[src/rtl/sensor_pkg.sv]
// Shared types and widths for the sensor sequencer: FSM state encoding,
// pixel-index width and integration-time width.
package sensor_pkg;

  localparam int PIX_IDX_W  = 11;
  localparam int INT_TIME_W = 21;

  typedef enum logic [2:0] {
    IDLE     = 3'd0,
    INTEG    = 3'd1,
    VDLY     = 3'd2,
    READ     = 3'd3,
    WAIT_EOC = 3'd4,
    DONE     = 3'd5
  } seq_state_t;

endpackage

[src/rtl/eoc_sync_edge.sv]
// Brings the asynchronous EOC line into the FPGA_CLK domain and emits a
// one-cycle registered pulse on its rising edge (3 cycles after EOC rises).
module eoc_sync_edge (
  input  logic clk,
  input  logic rst_n,
  input  logic eoc_async,
  output logic eoc_rise
);

  logic sync1_q, sync2_q, prev_q;
  logic rise_d, rise_q;

  always_comb begin
    rise_d = sync2_q & ~prev_q;
  end

  always_ff @(posedge clk or negedge rst_n) begin
    if (!rst_n) begin
      sync1_q <= 1'b0;
      sync2_q <= 1'b0;
      prev_q  <= 1'b0;
      rise_q  <= 1'b0;
    end else begin
      sync1_q <= eoc_async;
      sync2_q <= sync1_q;
      prev_q  <= sync2_q;
      rise_q  <= rise_d;
    end
  end

  assign eoc_rise = rise_q;

endmodule

[src/rtl/sensor_seq_ctrl.sv]
// Linear image sensor sequencer: free-running SENSOR_CLK, integration, video
// delay, pixel readout and EOC handshake. `define SENSOR_EOC_TMO_EN adds the EOC timeout.
module sensor_seq_ctrl
  import sensor_pkg::*;
#(
  parameter int DIV     = 8,
  parameter int PIXELS  = 1024,
  parameter int VID_DLY = 14,
  parameter int EOC_TMO = 4096
) (
  input  logic                  FPGA_CLK,
  input  logic                  FPGA_RST,
  input  logic                  START,
  input  logic                  CONT,
  input  logic [INT_TIME_W-1:0] INT_TIME,
  input  logic                  EOC,
  output logic                  SENSOR_CLK,
  output logic                  ST,
  output logic                  PIX_VALID,
  output logic [PIX_IDX_W-1:0]  PIX_IDX,
  output logic                  BUSY,
  output logic                  FRAME_DONE,
  output logic                  EOC_EARLY,
  output logic                  EOC_TMO_ERR
);

  localparam int DIV_W = (DIV > 1) ? $clog2(DIV) : 1;
  localparam int DLY_W = (VID_DLY > 1) ? $clog2(VID_DLY) : 1;
  localparam logic [DIV_W-1:0]     DIV_LAST = DIV_W'(DIV - 1);
  localparam logic [DLY_W-1:0]     DLY_LAST = DLY_W'(VID_DLY - 1);
  localparam logic [PIX_IDX_W-1:0] PIX_LAST = PIX_IDX_W'(PIXELS - 1);

  if (DIV < 1 || PIXELS < 1 || PIXELS > (1 << PIX_IDX_W) || VID_DLY < 1 || EOC_TMO < 1) begin : g_bad_cfg
    $error("sensor_seq_ctrl: illegal parameter combination");
  end

  logic                  eoc_rise;
  logic                  tick;
  logic [INT_TIME_W-1:0] int_time_eff;
  logic [PIX_IDX_W-1:0]  pix_next;

  seq_state_t            state_q, state_d;
  logic [DIV_W-1:0]      div_cnt_q, div_cnt_d;
  logic                  sclk_q, sclk_d;
  logic                  st_q, st_d;
  logic                  pix_valid_q, pix_valid_d;
  logic [PIX_IDX_W-1:0]  pix_idx_q, pix_idx_d;
  logic                  busy_q, busy_d;
  logic                  frame_done_q, frame_done_d;
  logic                  eoc_early_q, eoc_early_d;
  logic                  start_pend_q, start_pend_d;
  logic [INT_TIME_W-1:0] int_cnt_q, int_cnt_d;
  logic [DLY_W-1:0]      dly_cnt_q, dly_cnt_d;
`ifdef SENSOR_EOC_TMO_EN
  localparam int TMO_W = (EOC_TMO > 1) ? $clog2(EOC_TMO) : 1;
  localparam logic [TMO_W-1:0] TMO_LAST = TMO_W'(EOC_TMO - 1);
  logic [TMO_W-1:0]      tmo_cnt_q, tmo_cnt_d;
  logic                  tmo_err_q, tmo_err_d;
`endif

  eoc_sync_edge u_eoc_sync (
    .clk       (FPGA_CLK),
    .rst_n     (FPGA_RST),
    .eoc_async (EOC),
    .eoc_rise  (eoc_rise)
  );

  always_comb begin
    div_cnt_d    = div_cnt_q + 1'b1;
    sclk_d       = sclk_q;
    tick         = 1'b0;
    if (div_cnt_q == DIV_LAST) begin
      div_cnt_d = '0;
      sclk_d    = ~sclk_q;
      tick      = ~sclk_q;
    end

    // A zero integration request would never raise ST; treat it as one period.
    int_time_eff = (INT_TIME == '0) ? INT_TIME_W'(1) : INT_TIME;
    pix_next     = pix_idx_q + 1'b1;

    state_d      = state_q;
    st_d         = st_q;
    pix_valid_d  = 1'b0;
    pix_idx_d    = pix_idx_q;
    frame_done_d = 1'b0;
    eoc_early_d  = eoc_early_q;
    start_pend_d = start_pend_q;
    int_cnt_d    = int_cnt_q;
    dly_cnt_d    = dly_cnt_q;
`ifdef SENSOR_EOC_TMO_EN
    tmo_cnt_d    = tmo_cnt_q;
    tmo_err_d    = tmo_err_q;
`endif

    case (state_q)
      IDLE: begin
        if (START) begin
          start_pend_d = 1'b1;
          eoc_early_d  = 1'b0;
`ifdef SENSOR_EOC_TMO_EN
          tmo_err_d    = 1'b0;
`endif
        end
        if (tick && (start_pend_q || START || CONT)) begin
          start_pend_d = 1'b0;
          state_d      = INTEG;
          st_d         = 1'b1;
          int_cnt_d    = int_time_eff;
          pix_idx_d    = '0;
        end
      end
      INTEG: begin
        if (tick) begin
          if (int_cnt_q <= INT_TIME_W'(1)) begin
            st_d      = 1'b0;
            state_d   = VDLY;
            dly_cnt_d = '0;
          end else begin
            int_cnt_d = int_cnt_q - 1'b1;
          end
        end
      end
      VDLY: begin
        if (tick) begin
          if (dly_cnt_q == DLY_LAST) begin
            pix_valid_d = 1'b1;
            pix_idx_d   = '0;
            state_d     = (PIXELS == 1) ? WAIT_EOC : READ;
`ifdef SENSOR_EOC_TMO_EN
            tmo_cnt_d   = '0;
`endif
          end else begin
            dly_cnt_d = dly_cnt_q + 1'b1;
          end
        end
      end
      READ: begin
        // An early EOC wins over a coincident tick so no strobe follows it.
        if (eoc_rise) begin
          eoc_early_d  = 1'b1;
          frame_done_d = 1'b1;
          state_d      = DONE;
        end else if (tick) begin
          pix_valid_d = 1'b1;
          pix_idx_d   = pix_next;
          if (pix_next == PIX_LAST) begin
            state_d = WAIT_EOC;
`ifdef SENSOR_EOC_TMO_EN
            tmo_cnt_d = '0;
`endif
          end
        end
      end
      WAIT_EOC: begin
        if (eoc_rise) begin
          frame_done_d = 1'b1;
          state_d      = DONE;
        end
`ifdef SENSOR_EOC_TMO_EN
        else if (tick) begin
          if (tmo_cnt_q == TMO_LAST) begin
            tmo_err_d    = 1'b1;
            frame_done_d = 1'b1;
            state_d      = DONE;
          end else begin
            tmo_cnt_d = tmo_cnt_q + 1'b1;
          end
        end
`endif
      end
      DONE: begin
        if (tick) begin
          if (CONT) begin
            state_d   = INTEG;
            st_d      = 1'b1;
            int_cnt_d = int_time_eff;
            pix_idx_d = '0;
          end else begin
            state_d = IDLE;
          end
        end
      end
      default: state_d = IDLE;
    endcase

    busy_d = (state_d != IDLE);
  end

  always_ff @(posedge FPGA_CLK or negedge FPGA_RST) begin
    if (!FPGA_RST) begin
      state_q      <= IDLE;
      div_cnt_q    <= '0;
      sclk_q       <= 1'b0;
      st_q         <= 1'b0;
      pix_valid_q  <= 1'b0;
      pix_idx_q    <= '0;
      busy_q       <= 1'b0;
      frame_done_q <= 1'b0;
      eoc_early_q  <= 1'b0;
      start_pend_q <= 1'b0;
      int_cnt_q    <= '0;
      dly_cnt_q    <= '0;
`ifdef SENSOR_EOC_TMO_EN
      tmo_cnt_q    <= '0;
      tmo_err_q    <= 1'b0;
`endif
    end else begin
      state_q      <= state_d;
      div_cnt_q    <= div_cnt_d;
      sclk_q       <= sclk_d;
      st_q         <= st_d;
      pix_valid_q  <= pix_valid_d;
      pix_idx_q    <= pix_idx_d;
      busy_q       <= busy_d;
      frame_done_q <= frame_done_d;
      eoc_early_q  <= eoc_early_d;
      start_pend_q <= start_pend_d;
      int_cnt_q    <= int_cnt_d;
      dly_cnt_q    <= dly_cnt_d;
`ifdef SENSOR_EOC_TMO_EN
      tmo_cnt_q    <= tmo_cnt_d;
      tmo_err_q    <= tmo_err_d;
`endif
    end
  end

  assign SENSOR_CLK = sclk_q;
  assign ST         = st_q;
  assign PIX_VALID  = pix_valid_q;
  assign PIX_IDX    = pix_idx_q;
  assign BUSY       = busy_q;
  assign FRAME_DONE = frame_done_q;
  assign EOC_EARLY  = eoc_early_q;
`ifdef SENSOR_EOC_TMO_EN
  assign EOC_TMO_ERR = tmo_err_q;
`else
  assign EOC_TMO_ERR = 1'b0;
`endif

endmodule

[config.mk]
export PLATFORM = sky130hd
export DESIGN_NAME = sensor_seq_ctrl
export DESIGN_NICKNAME = d
export VERILOG_FILES = /design/src/rtl/sensor_pkg.sv /design/src/rtl/eoc_sync_edge.sv /design/src/rtl/sensor_seq_ctrl.sv
export SDC_FILE = /design/constraint.sdc
export NUM_CORES = 1
export LEC_CHECK = 0
export BUFFER_PORTS_ARGS = -buffer_cell sky130_fd_sc_hd__buf_4
export CAP_MARGIN = 10
export CORE_MARGIN = 2
export CORE_UTILIZATION = 50
export CTS_CLUSTER_SIZE = 14
export DETAILED_ROUTE_END_ITERATION = 6
export PLACE_DENSITY = 0.71
export RECOVER_POWER = 100
export SKIP_CTS_REPAIR_TIMING = 1
export SLEW_MARGIN = 20
export SYNTH_ARGS = -nofsm -noshare
export SYNTH_HDL_FRONTEND = slang
export SYNTH_SLANG_ARGS = --single-unit
[constraint.sdc]
create_clock -name FPGA_CLK -period 2.4 [get_ports FPGA_CLK]
set_input_delay 0.36 -clock FPGA_CLK [delete_from_list [all_inputs] [get_ports FPGA_CLK]]
set_output_delay 0.36 -clock FPGA_CLK [all_outputs]
set_load 0.03 [all_outputs]
==> reports/results.ini <==
[timing]
fin_skew_ns = 0.009728
hold_violations = 0
period_minus_slack_ns = 2.193
tns_ns = 0
period_share_pct = 91.39
rsz0062_at_grt = no
slew-limit-headroom_pct = 11.96
setup_viol = 0
maxSlewViolCount = 0
worstMarginPinSlew_ns = 1.321
timing.fmax_ghz = 0.4559
hold_slack_ns = 0.1771

[clocking]
clock_path_buffers = 2
clkLatencyLatePin_ns = 0.31
clkSinkCount = 53
cts_buffers = 5
cts_tree = done
root_buffer = clkbuf_8
clkSlewWorstSetupHoldPaths_ns = 0.10
htreeDepth = 2

[grt]
grt_start_max_net_pins = 54
grt_overflow_total = 0
grt_use_total_pct = 21.70
grt_first_pass_wirelength_mm = 12.48
grt_pass1_vias = 2576
antenna_found_initial = 0

[drt]
antenna_left = 0
drc_errors = 0
drtPass1Iterations = 6
viasPerCell = 6.162
post_drt_wl_per_cell_um = 16.34
drt-initial-drc-count = 265
totalWireLength_mm = 7.646
via_count = 2884

[critical_path]
r2r_slack_ns = 0.21
critPathLaunch = div_cnt_q[0]
reg2reg_depth = 7
path_common_cell = ha_1
reg2reg_from = div_cnt_q[0]
crit_arrival_ns = 2.40
crit_type = flip-flop to flip-flop
end_kind = flip-flop
worst_ep_required_time_ns = 2.60
critical_path.slowest_cell = dfrtp_1
critical_path.cell_chain = ha_1, ha_1, nand2b_1, nor2_1, and2_2, and2_4, mux2_1
cp-endpoint = int_cnt_q[1]
startpoint_type = flip-flop
critPathMaxFanout = 10
slowest_delay_ns = 0.36
rr_endpoint = int_cnt_q[1]

[layout]
design_area_mm2 = 0.003601
fillCellCount = 556
areaGrowthSynthToFinish_pct = 13.84
nNetsFinal = 426
instances_no_fill = 468
drive_above_1_share_pct = 14.50
antenna_cells = 0

[logic_synthesis]
synth.most_common_cell = dfrtp_1
synthTopCellsByCount = dfrtp_1, nand2_1, nor2_1, a21oi_1, o21ai_0
syn_area_mm2 = 0.003163
synth_ff_type = dfrtp_1
synth_edf_count = 0
ys_warn_count = 0
ys_ff_latch = 53
synth-seq-area-share_pct = 41.93
synth_area_leaders = dfrtp_1, o2bb2ai_1, nand2_1
avgSynthCellArea_um2 = 9.011
synth-async-reset-ratio_pct = 100.0
netlist.area_leader.share_pct = 41.93
synthCells = 351
synth_cell_types = 55
netlist.top_cell.by_area = dfrtp_1
syn-num-nets = 385

[floorplan]
row_count = 28
num_io_pins = 44
initial_core_util_pct = 52.49
die_w_um = 83.54
dieArea_mm2 = 0.006978
die_h_um = 83.54
core_mm2 = 0.006026

[pwr]
ir_worst_vdd_uv = 264.9
p_int_mw = 1.271
p_per_area_mw_per_mm2 = 451.3
power.net_switching_uw = 353.5
pwr-share-clk_pct = 40.0
pwr-share-comb_pct = 4.8
seqPwrFrac_pct = 55.3
leakage_nw = 1.516
power.total_mw = 1.625
switching_share_pct = 21.76

[flow_run]
drv_cap = 0

[placement]
placed_cells_incl_taps = 460
gp_congestion = 0.8701
postPlaceCellArea_mm2 = 0.003562
hpwl_mm = 5.450
io_buffers = 42

[run_status]
outcome = completed

[hold_path]
hp-class = input pin to flip-flop
min_from = EOC

power groups by stage:
stage | Clock [mW] | Combinational (mW) | Sequential (mW)
2_1_floorplan | 0 | 0.0207 | 0.915
3_3_place_gp | 0 | 0.0789 | 0.916
3_5_place_dp | 0 | 0.0791 | 0.915
4_1_cts | 0.665 | 0.0795 | 0.898
5_1_grt | 0.692 | 0.0870 | 0.899
6_report | 0.650 | 0.0773 | 0.898
sequential cells by signal, summed over array words and instances (netlist names):
| name | flops |
|---|---|
| dly_cnt_q | 4 |
| EOC_EARLY | 1 |
| FRAME_DONE | 1 |
| state_q | 3 |
| div_cnt_q | 3 |
| PIX_VALID | 1 |
| start_pend_q | 1 |
| u_eoc_sync.prev_q | 1 |
| PIX_IDX | 11 |
| ST | 1 |
| int_cnt_q | 21 |
| u_eoc_sync.eoc_rise | 1 |
| SENSOR_CLK | 1 |
| u_eoc_sync.sync2_q | 1 |
| BUSY | 1 |
| u_eoc_sync.sync1_q | 1 |
area by class of cell:
cell class              instances  area (um^2)  share of cell area [%]
multi-input cells             271         1702                   47.26
inverters                       7        26.28                  0.7297
clock buffers                   6        82.58                   2.293
well taps                      75        93.84                   2.606
flip-flops and latches         53         1326                   36.83
repair buffers                 54        332.8                   9.243
clock inverters                 2        37.54                   1.042
cells by family (layout without fill, tap and decap cells):
kind of cell / Yosys count / in the layout / share of synthesized area (%)
simple gates: 143 / 143 / 25.00
compound gates: 110 / 110 / 23.06
flops: 53 / 53 / 41.93
buf+inv: 27 / 69 / 3.995
fa+ha+maj: 8 / 8 / 3.165
xor+xnor: 7 / 7 / 1.938
mux: 2 / 2 / 0.7910
other cells: 1 / 1 / 0.1186
layer usage:
| layer | part of all wire (%) | wire length, um | up-vias | global-route usage (%) |
|---|---|---|---|---|
| met4 | 0.97 | 74 | 0 | 4.692 |
| met1 | 49 | 3762 | 1378 | 32.91 |
| met5 | 0 | 0 | - | 0 |
| met3 | 4.8 | 370 | 8 | 3.858 |
| met2 | 45 | 3439 | 102 | 32.55 |
| li1 | - | - | 1396 | - |
per-stage QoR:
stage / worst slack [ns] / utilization (%)
2_1_floorplan: 0.4507 / -
3_3_place_gp: 0.1789 / 59.12
3_5_place_dp: 0.01120 / 59.12
4_1_cts: 0.001559 / 61.11
5_1_grt: 0.04627 / 59.76
6_report: 0.2068 / 59.76
worst min path at each step:
| stage | slack [ns] | end | cells past startpoint |
|---|---|---|---|
| after global placement | 0.34 | u_eoc_sync.sync2_q | 0 |
| after floorplan | 0.06 | BUSY | 0 |
| after global routing | 0.16 | u_eoc_sync.sync1_q | 1 |
| after detailed placement | 0.34 | u_eoc_sync.sync2_q | 0 |
| after CTS | 0.10 | dly_cnt_q[0] | 1 |
| final | 0.18 | u_eoc_sync.sync1_q | 1 |
cells in the final DEF, fill, tap and decap left out, drive strengths merged, types with 5 or more instances in the layout:
cell,Yosys,routed
a22oi,7,7
a31oi,10,10
dfrtp,53,53
o21ai,23,23
nand2,31,31
ha,8,8
nand2b,6,6
nor2,30,30
inv,7,7
buf,7,33
nand4b,5,5
nor3,13,13
nand4,5,5
xor2,5,5
a21oi,23,23
nand3,19,19
o31ai,8,8
o2bb2ai,15,15
nor4,14,14
clkbuf,13,27
nor2b,5,5
critical path, delay by kind of cell, from the launching register on:
kind	cells	cell delay [ns]
adder cells (fa/ha/maj)	2	0.40
multiplexers	1	0.34
AND/OR/NAND/NOR	4	0.99
flip-flops	1	0.36
Note: power is estimated with default switching activity, not from simulation.
